==> config.mk <==
export PLATFORM = sky130hd
export DESIGN_NAME = mul_operand_sequencer
export DESIGN_NICKNAME = d
export VERILOG_FILES = /design/src/rtl/mul_seq_pkg.sv /design/src/rtl/mul_pair_fifo.sv /design/src/rtl/mul_operand_sequencer.sv
export SDC_FILE = /design/constraint.sdc
export NUM_CORES = 1
export LEC_CHECK = 0
export ABC_AREA = 1
export CAP_MARGIN = 30
export CORE_UTILIZATION = 30
export CTS_CLUSTER_DIAMETER = 100
export DETAILED_ROUTE_END_ITERATION = 10
export HOLD_SLACK_MARGIN = 0.02
export PLACE_DENSITY = 0.52
export RECOVER_POWER = 25
export SYNTH_ARGS = -nofsm -noshare
export SYNTH_HDL_FRONTEND = slang
export SYNTH_SLANG_ARGS = --single-unit
==> constraint.sdc <==
create_clock -name clk -period 4.25 [get_ports clk]
set_clock_uncertainty 0.15 [all_clocks]
set_input_delay 0.6375 -clock clk [delete_from_list [all_inputs] [get_ports clk]]
set_output_delay 0.6375 -clock clk [all_outputs]
set_load 0.005 [all_outputs]
==> src/rtl/mul_seq_pkg.sv <==
// Shared constants, state encoding and width helpers for the multiplier
// operand sequencer.
package mul_seq_pkg;

    localparam int DEF_WIDTH      = 16;
    localparam int DEF_FIFO_DEPTH = 4;
    localparam int DEF_TIMEOUT    = 1023;

    // Number of bits needed to index n entries, never less than one.
    function automatic int clog2_min1(input int n);
        return (n <= 2) ? 1 : $clog2(n);
    endfunction

    localparam int DEF_PTR_W = clog2_min1(DEF_FIFO_DEPTH);
    localparam int DEF_CNT_W = clog2_min1(DEF_TIMEOUT);

    typedef logic [2:0] state_t;

    localparam state_t ST_IDLE  = 3'd0;
    localparam state_t ST_START = 3'd1;
    localparam state_t ST_LDA   = 3'd2;
    localparam state_t ST_LDB   = 3'd3;
    localparam state_t ST_WAIT  = 3'd4;
    localparam state_t ST_OUT   = 3'd5;

endpackage

==> src/rtl/mul_pair_fifo.sv <==
// Synchronous FIFO holding {a, b} operand pairs; registered full/empty flags.
module mul_pair_fifo
    import mul_seq_pkg::*;
#(
    parameter int DATA_W = 2 * DEF_WIDTH,
    parameter int DEPTH  = DEF_FIFO_DEPTH
) (
    input  logic              clk,
    input  logic              rst,
    input  logic              push,
    input  logic [DATA_W-1:0] push_data,
    input  logic              pop,
    output logic [DATA_W-1:0] pop_data,
    output logic              full,
    output logic              empty
);

    localparam int PTR_W = clog2_min1(DEPTH);
    localparam int CNT_W = $clog2(DEPTH + 1);

    logic [DATA_W-1:0] mem_r [DEPTH];
    logic [PTR_W-1:0]  wr_ptr_r;
    logic [PTR_W-1:0]  rd_ptr_r;
    logic [CNT_W-1:0]  count_r;
    logic [CNT_W-1:0]  count_next_s;
    logic              full_r;
    logic              empty_r;
    logic              do_push_s;
    logic              do_pop_s;

    assign do_push_s = push & ~full_r;
    assign do_pop_s  = pop & ~empty_r;

    // Occupancy after this edge; simultaneous push and pop leave it unchanged.
    always_comb begin
        count_next_s = count_r;
        case ({do_push_s, do_pop_s})
            2'b10:   count_next_s = count_r + CNT_W'(1);
            2'b01:   count_next_s = count_r - CNT_W'(1);
            default: count_next_s = count_r;
        endcase
    end

    // Storage array: contents are don't-care until written, so no reset.
    always_ff @(posedge clk) begin
        if (do_push_s) begin
            mem_r[wr_ptr_r] <= push_data;
        end
    end

    // Pointers, occupancy and status flags.
    always_ff @(posedge clk) begin
        if (rst) begin
            wr_ptr_r <= {PTR_W{1'b0}};
            rd_ptr_r <= {PTR_W{1'b0}};
            count_r  <= {CNT_W{1'b0}};
            full_r   <= 1'b0;
            empty_r  <= 1'b1;
        end else begin
            if (do_push_s) begin
                wr_ptr_r <= wr_ptr_r + PTR_W'(1);
            end
            if (do_pop_s) begin
                rd_ptr_r <= rd_ptr_r + PTR_W'(1);
            end
            count_r <= count_next_s;
            full_r  <= (count_next_s == CNT_W'(DEPTH));
            empty_r <= (count_next_s == {CNT_W{1'b0}});
        end
    end

    assign pop_data = mem_r[rd_ptr_r];
    assign full     = full_r;
    assign empty    = empty_r;

endmodule

==> src/rtl/mul_operand_sequencer.sv <==
// Buffers operand pairs, serialises them onto the multiplier load bus,
// waits for done (with a watchdog) and presents the product.
module mul_operand_sequencer
    import mul_seq_pkg::*;
#(
    parameter int WIDTH      = DEF_WIDTH,
    parameter int FIFO_DEPTH = DEF_FIFO_DEPTH,
    parameter int TIMEOUT    = DEF_TIMEOUT
) (
    input  logic             clk,
    input  logic             rst,
    input  logic             in_valid,
    output logic             in_ready,
    input  logic [WIDTH-1:0] in_a,
    input  logic [WIDTH-1:0] in_b,
    output logic             out_valid,
    input  logic             out_ready,
    output logic [WIDTH-1:0] out_result,
    output logic             out_timeout,
    output logic             mul_start,
    output logic [WIDTH-1:0] mul_data,
    input  logic             mul_done,
    input  logic [WIDTH-1:0] mul_product,
    output logic             busy
);

    localparam int CNT_W = clog2_min1(TIMEOUT);

    state_t             state_r;
    state_t             state_next_s;
    logic [WIDTH-1:0]   a_r;
    logic [WIDTH-1:0]   b_r;
    logic [CNT_W-1:0]   cnt_r;
    logic [WIDTH-1:0]   result_r;
    logic               timeout_r;
    logic               out_valid_r;
    logic               mul_start_r;
    logic [WIDTH-1:0]   mul_data_r;
    logic               fifo_pop_s;
    logic               fifo_full_s;
    logic               fifo_empty_s;
    logic [2*WIDTH-1:0] fifo_data_s;
    logic               expire_s;

    mul_pair_fifo #(
        .DATA_W (2 * WIDTH),
        .DEPTH  (FIFO_DEPTH)
    ) u_fifo (
        .clk       (clk),
        .rst       (rst),
        .push      (in_valid),
        .push_data ({in_a, in_b}),
        .pop       (fifo_pop_s),
        .pop_data  (fifo_data_s),
        .full      (fifo_full_s),
        .empty     (fifo_empty_s)
    );

    assign expire_s = (cnt_r == CNT_W'(TIMEOUT - 1));

    // Next-state decode; the FIFO is popped on every edge that enters START.
    always_comb begin
        state_next_s = state_r;
        fifo_pop_s   = 1'b0;
        case (state_r)
            ST_IDLE: begin
                if (!fifo_empty_s) begin
                    state_next_s = ST_START;
                    fifo_pop_s   = 1'b1;
                end else begin
                    state_next_s = ST_IDLE;
                end
            end
            ST_START: state_next_s = ST_LDA;
            ST_LDA:   state_next_s = ST_LDB;
            ST_LDB:   state_next_s = ST_WAIT;
            ST_WAIT: begin
                if (mul_done || expire_s) begin
                    state_next_s = ST_OUT;
                end else begin
                    state_next_s = ST_WAIT;
                end
            end
            ST_OUT: begin
                if (out_ready && !fifo_empty_s) begin
                    state_next_s = ST_START;
                    fifo_pop_s   = 1'b1;
                end else if (out_ready) begin
                    state_next_s = ST_IDLE;
                end else begin
                    state_next_s = ST_OUT;
                end
            end
            default: state_next_s = ST_IDLE;
        endcase
    end

    // State, operand hold, watchdog, result capture and registered outputs.
    always_ff @(posedge clk) begin
        if (rst) begin
            state_r     <= ST_IDLE;
            a_r         <= {WIDTH{1'b0}};
            b_r         <= {WIDTH{1'b0}};
            cnt_r       <= {CNT_W{1'b0}};
            result_r    <= {WIDTH{1'b0}};
            timeout_r   <= 1'b0;
            out_valid_r <= 1'b0;
            mul_start_r <= 1'b0;
            mul_data_r  <= {WIDTH{1'b0}};
        end else begin
            state_r <= state_next_s;
            if (fifo_pop_s) begin
                {a_r, b_r} <= fifo_data_s;
            end
            // Watchdog restarts on LDB so every WAIT gets the full budget.
            if (state_r == ST_LDB) begin
                cnt_r <= {CNT_W{1'b0}};
            end else if (state_r == ST_WAIT && state_next_s == ST_WAIT) begin
                cnt_r <= cnt_r + CNT_W'(1);
            end else begin
                cnt_r <= cnt_r;
            end
            // Done outranks expiry when both land on the same edge.
            if (state_r == ST_WAIT && mul_done) begin
                result_r  <= mul_product;
                timeout_r <= 1'b0;
            end else if (state_r == ST_WAIT && expire_s) begin
                result_r  <= {WIDTH{1'b0}};
                timeout_r <= 1'b1;
            end else begin
                result_r  <= result_r;
                timeout_r <= timeout_r;
            end
            out_valid_r <= (state_next_s == ST_OUT);
            mul_start_r <= (state_next_s == ST_START);
            case (state_next_s)
                ST_LDA:  mul_data_r <= a_r;
                ST_LDB:  mul_data_r <= b_r;
                default: mul_data_r <= {WIDTH{1'b0}};
            endcase
        end
    end

    assign in_ready    = ~fifo_full_s;
    assign out_valid   = out_valid_r;
    assign out_result  = result_r;
    assign out_timeout = timeout_r;
    assign mul_start   = mul_start_r;
    assign mul_data    = mul_data_r;
    assign busy        = (state_r != ST_IDLE) || !fifo_empty_s;

endmodule

=== After elaboration in Yosys (flattened, before gate mapping) ===
Memory sizes are Yosys's and may differ from the RTL's. A register that Yosys moved wholly into a read port is not among the register bits.
Index checks and enable logic that the tools add are counted.

* Register bits: 57
* Memory bits (writable): 128
* Logic and storage cells: 63
* Memories kept: 1

* Add/sub/neg operators: 5
* Eq/ne operators: 14
* Mux-type cells: 14
* Bitwise operators: 4
* Reductions and logical operators: 13

{| class="wikitable"
|+ Memories
! name !! words !! bits a word !! read ports !! clocked after Yosys merged registers in !! wr ports !! line !! source
|-
| u_fifo.mem_r || 4 || 32 || 1 || 1 || 1 || mul_pair_fifo.sv:21 || <nowiki>logic [DATA_W-1:0] mem_r [DEPTH];</nowiki>
|}

{| class="wikitable"
|+ Operators with widths
! cell !! number
|-
| 16-bit two-way mux || 2
|-
| 16-bit case mux with 2 select lines || 1
|-
| 3-bit case mux with 6 select lines || 1
|-
| 3-bit == test, second input constant || 5
|-
| 3-bit by 2-bit == test with 1-bit output, second input constant || 4
|-
| 10-bit by 1-bit adder with 10-bit output, second input constant || 1
|-
| 10-bit == test, second input constant || 1
|-
| 3-bit by 1-bit == test with 1-bit output, second input constant || 2
|-
| 3-bit logical NOT || 2
|-
| 1-bit two-way mux || 6
|-
| 3-bit two-way mux || 2
|-
| 3-bit case mux with 2 select lines || 1
|-
| 2-bit by 1-bit adder with 2-bit output, second input constant || 2
|-
| 1-bit logical AND || 4
|-
| 2-bit OR reduction || 2
|-
| 3-bit by 1-bit adder with 3-bit output, second input constant || 1
|-
| 3-bit nonzero test || 1
|-
| 3-bit by 1-bit subtractor with 3-bit output, second input constant || 1
|-
| 1-bit AND || 2
|-
| 2-bit by 1-bit == test with 1-bit output, second input constant || 1
|-
| 2-bit == test, second input constant || 1
|-
| 1-bit logical OR || 2
|-
| 1-bit NOT || 2
|-
| 1-bit case mux with 2 select lines || 1
|-
| 2 further kinds || 2
|}

=== Depth between registers and ports, before layout ===
* Depth after elaboration: 8
* Depth in mapped cells: 13
* Depth with buffers taken out: 12

=== Hierarchy ===
A second synthesis with hierarchy kept.

* Cell total of the unflattened synthesis: 802
* Area total of the unflattened synthesis: 8668.3 µm²

{| class="wikitable"
|+ Modules (own cells, without submodules)
! module !! times used !! cells each !! area an instance (µm²) !! sequential area each (µm²)
|-
| mul_pair_fifo || 1 || 377 || 5296.3 || 4063.9
|-
| mul_operand_sequencer || 1 || 425 || 3372.0 || 1601.5
|}

=== Least setup slack after synthesis ===
Ideal clock, no wire load.

* Path kind: input-to-reg
* Start: in in_valid
* End: mem u_fifo.mem_r[0][0] (netlist name) (enable)
* Library setup time: 421 ps
* Data arrival time: 2165 ps
* Slack: 1514 ps
* Cell stages on the path: 2
* Buffers on the path: 0
* Path through: nand2_1 > nor2_1

* Longest elaborated chain between the ends: 3

{| class="wikitable"
|+ Ends and longest elaborated chain
! what !! line !! source
|-
| start, declared || mul_operand_sequencer.sv:12 || <nowiki>input logic in_valid,</nowiki>
|-
| 1-bit AND || mul_pair_fifo.sv:31 || <nowiki>assign do_push_s = push & ~full_r;</nowiki>
|-
| 1-bit two-way mux || mul_pair_fifo.sv:46 || <nowiki>if (do_push_s) begin</nowiki>
|-
| 1-bit two-way mux (implied by the code) || mul_pair_fifo.sv:47 || <nowiki>mem_r[wr_ptr_r] <= push_data;</nowiki>
|-
| end, declared || mul_pair_fifo.sv:21 ||
|}

No other way between the ends.

=== Worst setup path after layout ===
* Start: reg state_r[2]
* End: reg u_fifo.empty_r (netlist: u_fifo.empty)

* Longest elaborated chain between the ends: 6

{| class="wikitable"
|+ Ends and longest elaborated chain
! what !! line !! source
|-
| start, declared || mul_operand_sequencer.sv:29 || <nowiki>state_t state_r;</nowiki>
|-
| start signal, assigned || mul_operand_sequencer.sv:111 || <nowiki>state_r <= state_next_s;</nowiki>
|-
| 3-bit == test / 3-bit logical NOT (equally long branches) || mul_operand_sequencer.sv:65 || <nowiki>case (state_r)</nowiki>
|-
| 1-bit case mux with 2 select lines * || mul_operand_sequencer.sv:65 ||
|-
| 1-bit AND * || mul_pair_fifo.sv:32 || <nowiki>assign do_pop_s = pop & ~empty_r;</nowiki>
|-
| 2-bit by 1-bit == test with 1-bit output / 2-bit == test (equally long branches) || mul_pair_fifo.sv:37 || <nowiki>case ({do_push_s, do_pop_s})</nowiki>
|-
| 3-bit case mux with 2 select lines * || mul_pair_fifo.sv:37 ||
|-
| 3-bit logical NOT * || mul_pair_fifo.sv:68 || <nowiki>empty_r <= (count_next_s == {CNT_W{1'b0}});</nowiki>
|-
| end signal, assigned || mul_pair_fifo.sv:68 ||
|-
| end, declared || mul_pair_fifo.sv:27 || <nowiki>logic empty_r;</nowiki>
|}

Mark *: on every way between the ends. The rest lies on a longest branch, timed or not.
A chain may end at the register's enable or synchronous reset.

==> summary.md <==
| Metric | Value |
|---|---|
| Status | finished clean |
| H-tree Lvls | 1 |
| Synthesized area | 8240 µm² |
| Core area | 27000 µm² |
| Synth area leaders | edfxtp_1 47%, dfxtp_1 22%, nand2_1 6.9% |
| Clock root buffer | clkbuf_16 |
| Setup TNS Final | 0 ns |
| DRT iter0 DRCs | 382 |
| First-pass GRT wire length | 29.7 mm |
| IO Pins | 90 |
| Post-CTS Hold Buffers | 0 |
| Share of post-route cells with drive strength above 1 | 0.0696 |
| Post_cts resized | 0 |
| Register area | 5630 µm² |
| RSZ-0062 raised after global routing | false |
| Setup CP Type | reg2reg |
| CTS max path bufs | 3 |
| Hold Crit Start | out_result[3] |
| Peak VDD IR | 0.271 mV |
| Placement Setup Slack | 1.01 ns |
| RR Endpoint | u_fifo.empty |
| Routability cong. | 0.755 |
| Distinct cells, synth | 33 |
| Slack of the worst reg-to-reg path | 1.45 ns |
| Clock Sinks | 217 |
| Clk_lat worst skew | 0.52 ns |
| Syn Area/Cell | 10.7 µm² |
| CTS tree | yes |
| Post-CTS setup buffers | 0 |
| Tightest Pin Transition | 0.887 ns |
| # fillers | 2640 |
| Max-cap violations | 0 |
| LEAKAGE | 0.00352 µW |
| PD cells | 587 nW/µm² |
| Slew HR | 0.408 |
| Die area | 28100 µm² |
| Area grow syn2layout | 23.7% |
| Total number of vias | 5601 |
| Commonest non-fill, non-tap cells in the layout | 151 x nand2_1, 128 x edfxtp_1, 111 x nor2_1 |
| FFs w/ async S/R, synth | 0 |
| Element type at the critical path end | flip-flop |
| Worst setup margin | 1.45 ns |
| Post-Syn Nets | 832 |
| Chip Height | 168 µm |
| Tcrit/Tclk final | 0.659 |
| GRT Residual Overflow | 0 |
| Detailed-placement wirelength estimate | 10.8 mm |
| Crit-path max FO | 35 |
| EDFF count, synth | 128 |
| Drt pass-1 iters | 4 |
| Launch point of the critical path | state_r[2] |
| Multi-input gate area | 2350 µm² |
| Horiz. Die Dim | 168 µm |
| Initial antenna violation count | 0 |
| Pin count of the biggest net entering global routing | 66 |
| Startpoint types | flip-flop |
| Final instance area | 10200 µm² |
| Syn Inst Count | 771 |
| Clock slew at reported path FFs | 0.06 ns |
| Initial core utilization | 0.306 |
| Sequential area share after synthesis | 0.683 |
| Top FF cell, synth | edfxtp_1 |
| Share of the synthesized area in the top cell type | 0.467 |
| Post-route ant nets | 0 |
| Num CTS Buffers | 25 |
| Final hold vios | 0 |
| Worst EP arrival | 3.10 ns |
| Wire per inst | 15.3 µm |
| Worst Setup EP | u_fifo.empty |
| Syn. warnings | 0 |
| Slew Limit Fails | 0 |
| Worst Path Required | 4.55 ns |
| Port-buffer cells | 89 |
| Antenna cells | 0 |
| R2R cell count | 11 |
| Vias in the first global route | 5376 |
| Yosys reg bits | 217 |
| Setup-failing EPs final | 0 |
| Max Fclk | 357 MHz |
| RR Startpoint | state_r[2] |
| Routed wire length | 18.6 mm |
| Minimum clock period | 2.80 ns |
| Cell row count | 60 |
| Vias per inst | 4.60 |
| Most common cell after layout, fill and taps aside | nand2_1 |
| Layout net count | 919 |
| GRT Total Usage | 0.134 |
| DRC Markers | 0 |
| Post-Place Cell Area | 9470 µm² |
| HP Class | reg2reg |
| Dominant cell type by area after synthesis | edfxtp_1 |
## sequential cells by signal (all words and copies together), names as in the netlist, 2 cells and up
signal,cells
a_r,16
b_r,16
cnt_r,10
mul_data,16
out_result,16
state_r,3
u_fifo.count_r,3
u_fifo.mem_r,128
u_fifo.rd_ptr_r,2
u_fifo.wr_ptr_r,2
## worst min-delay path by stage
stage / endpoint / slack, ns / cells past startpoint
5_1_grt: a_r[8] / 0.32 / 2
6_report: out_result[3] / 0.31 / 2
4_1_cts: mul_data[0] / 0.31 / 2
2_1_floorplan: mul_data[5] / 0.29 / 2
3_5_place_dp: mul_data[0] / 0.30 / 2
3_3_place_gp: out_result[2] / 0.30 / 2
## where the power goes
| group | total [µW] | switching, µW | leakage [µW] | internal, µW |
|---|---|---|---|---|
| combinational | 1440 | 978 | 0.00127 | 461 |
| sequential | 2670 | 121 | 0.00190 | 2550 |
| clock | 1870 | 799 | 0.000352 | 1070 |
| total | 5980 | 1900 | 0.00352 | 4080 |
## logic make-up (layout without fill, tap and decap cells)
| logic type | count (synthesis) | count (layout) | share of synthesized area |
|---|---|---|---|
| fa+ha+maj | 8 | 8 | 0.0131 |
| buf+inv | 67 | 172 | 0.0348 |
| xor+xnor | 9 | 9 | 0.00957 |
| flops | 217 | 217 | 0.683 |
| simple gates | 288 | 288 | 0.144 |
| compound gates | 182 | 182 | 0.116 |
## stage by stage
step / util / hold slack, ns / std cells / total power, µW
3_5_place_dp: 0.351 / 0.299 / 1172 / 4180
4_1_cts: 0.378 / 0.310 / 1217 / 6070
3_3_place_gp: 0.351 / 0.299 / 1172 / 4170
2_1_floorplan: - / 0.286 / 771 / 3690
5_1_grt: 0.378 / 0.322 / 1217 / 6350
6_report: 0.378 / 0.307 / 1217 / 5980
## cells in the mapped netlist, types with 3 or more instances
cell type / count
buf_2: 7
edfxtp_1: 128
xnor2_1: 3
o22ai_1: 32
nand3_1: 5
o21ai_0: 80
xor2_1: 6
ha_1: 7
a21oi_1: 68
nor3_1: 4
clkbuf_1: 24
inv_1: 25
dfxtp_1: 89
nand2_1: 151
nor2_1: 115
buf_4: 7
## layer usage
metal	track usage	up-vias	part of all wire
met1	0.183	2620	0.47
met4	0.0411	0	0.026
met2	0.215	123	0.45
met3	0.0260	36	0.053
met5	0	-	0
li1	-	2822	-
## final cells by class
cell class | count | area share
Clock buffer | 31 | 0.0636
Clock inverter | 14 | 0.00627
Inverter | 28 | 0.0103
Multi-Input combinational cell | 487 | 0.231
Sequential cell | 217 | 0.552
Tap cell | 341 | 0.0419
Timing Repair Buffer | 99 | 0.0943
## worst max-delay path, cell delays in order, from the launching register on
cell and delay, ns:
dfxtp_1 0.52, nand3_2 0.16, nand3b_4 0.19, nand2_4 0.32, ha_1 0.23, inv_1 0.07, fa_1 0.37, or2_2 0.31
a31o_2 0.20, nand2_1 0.07, nor2_1 0.05, nor2_1 0.09
No activity file was read; power rests on OpenSTA's default activity.
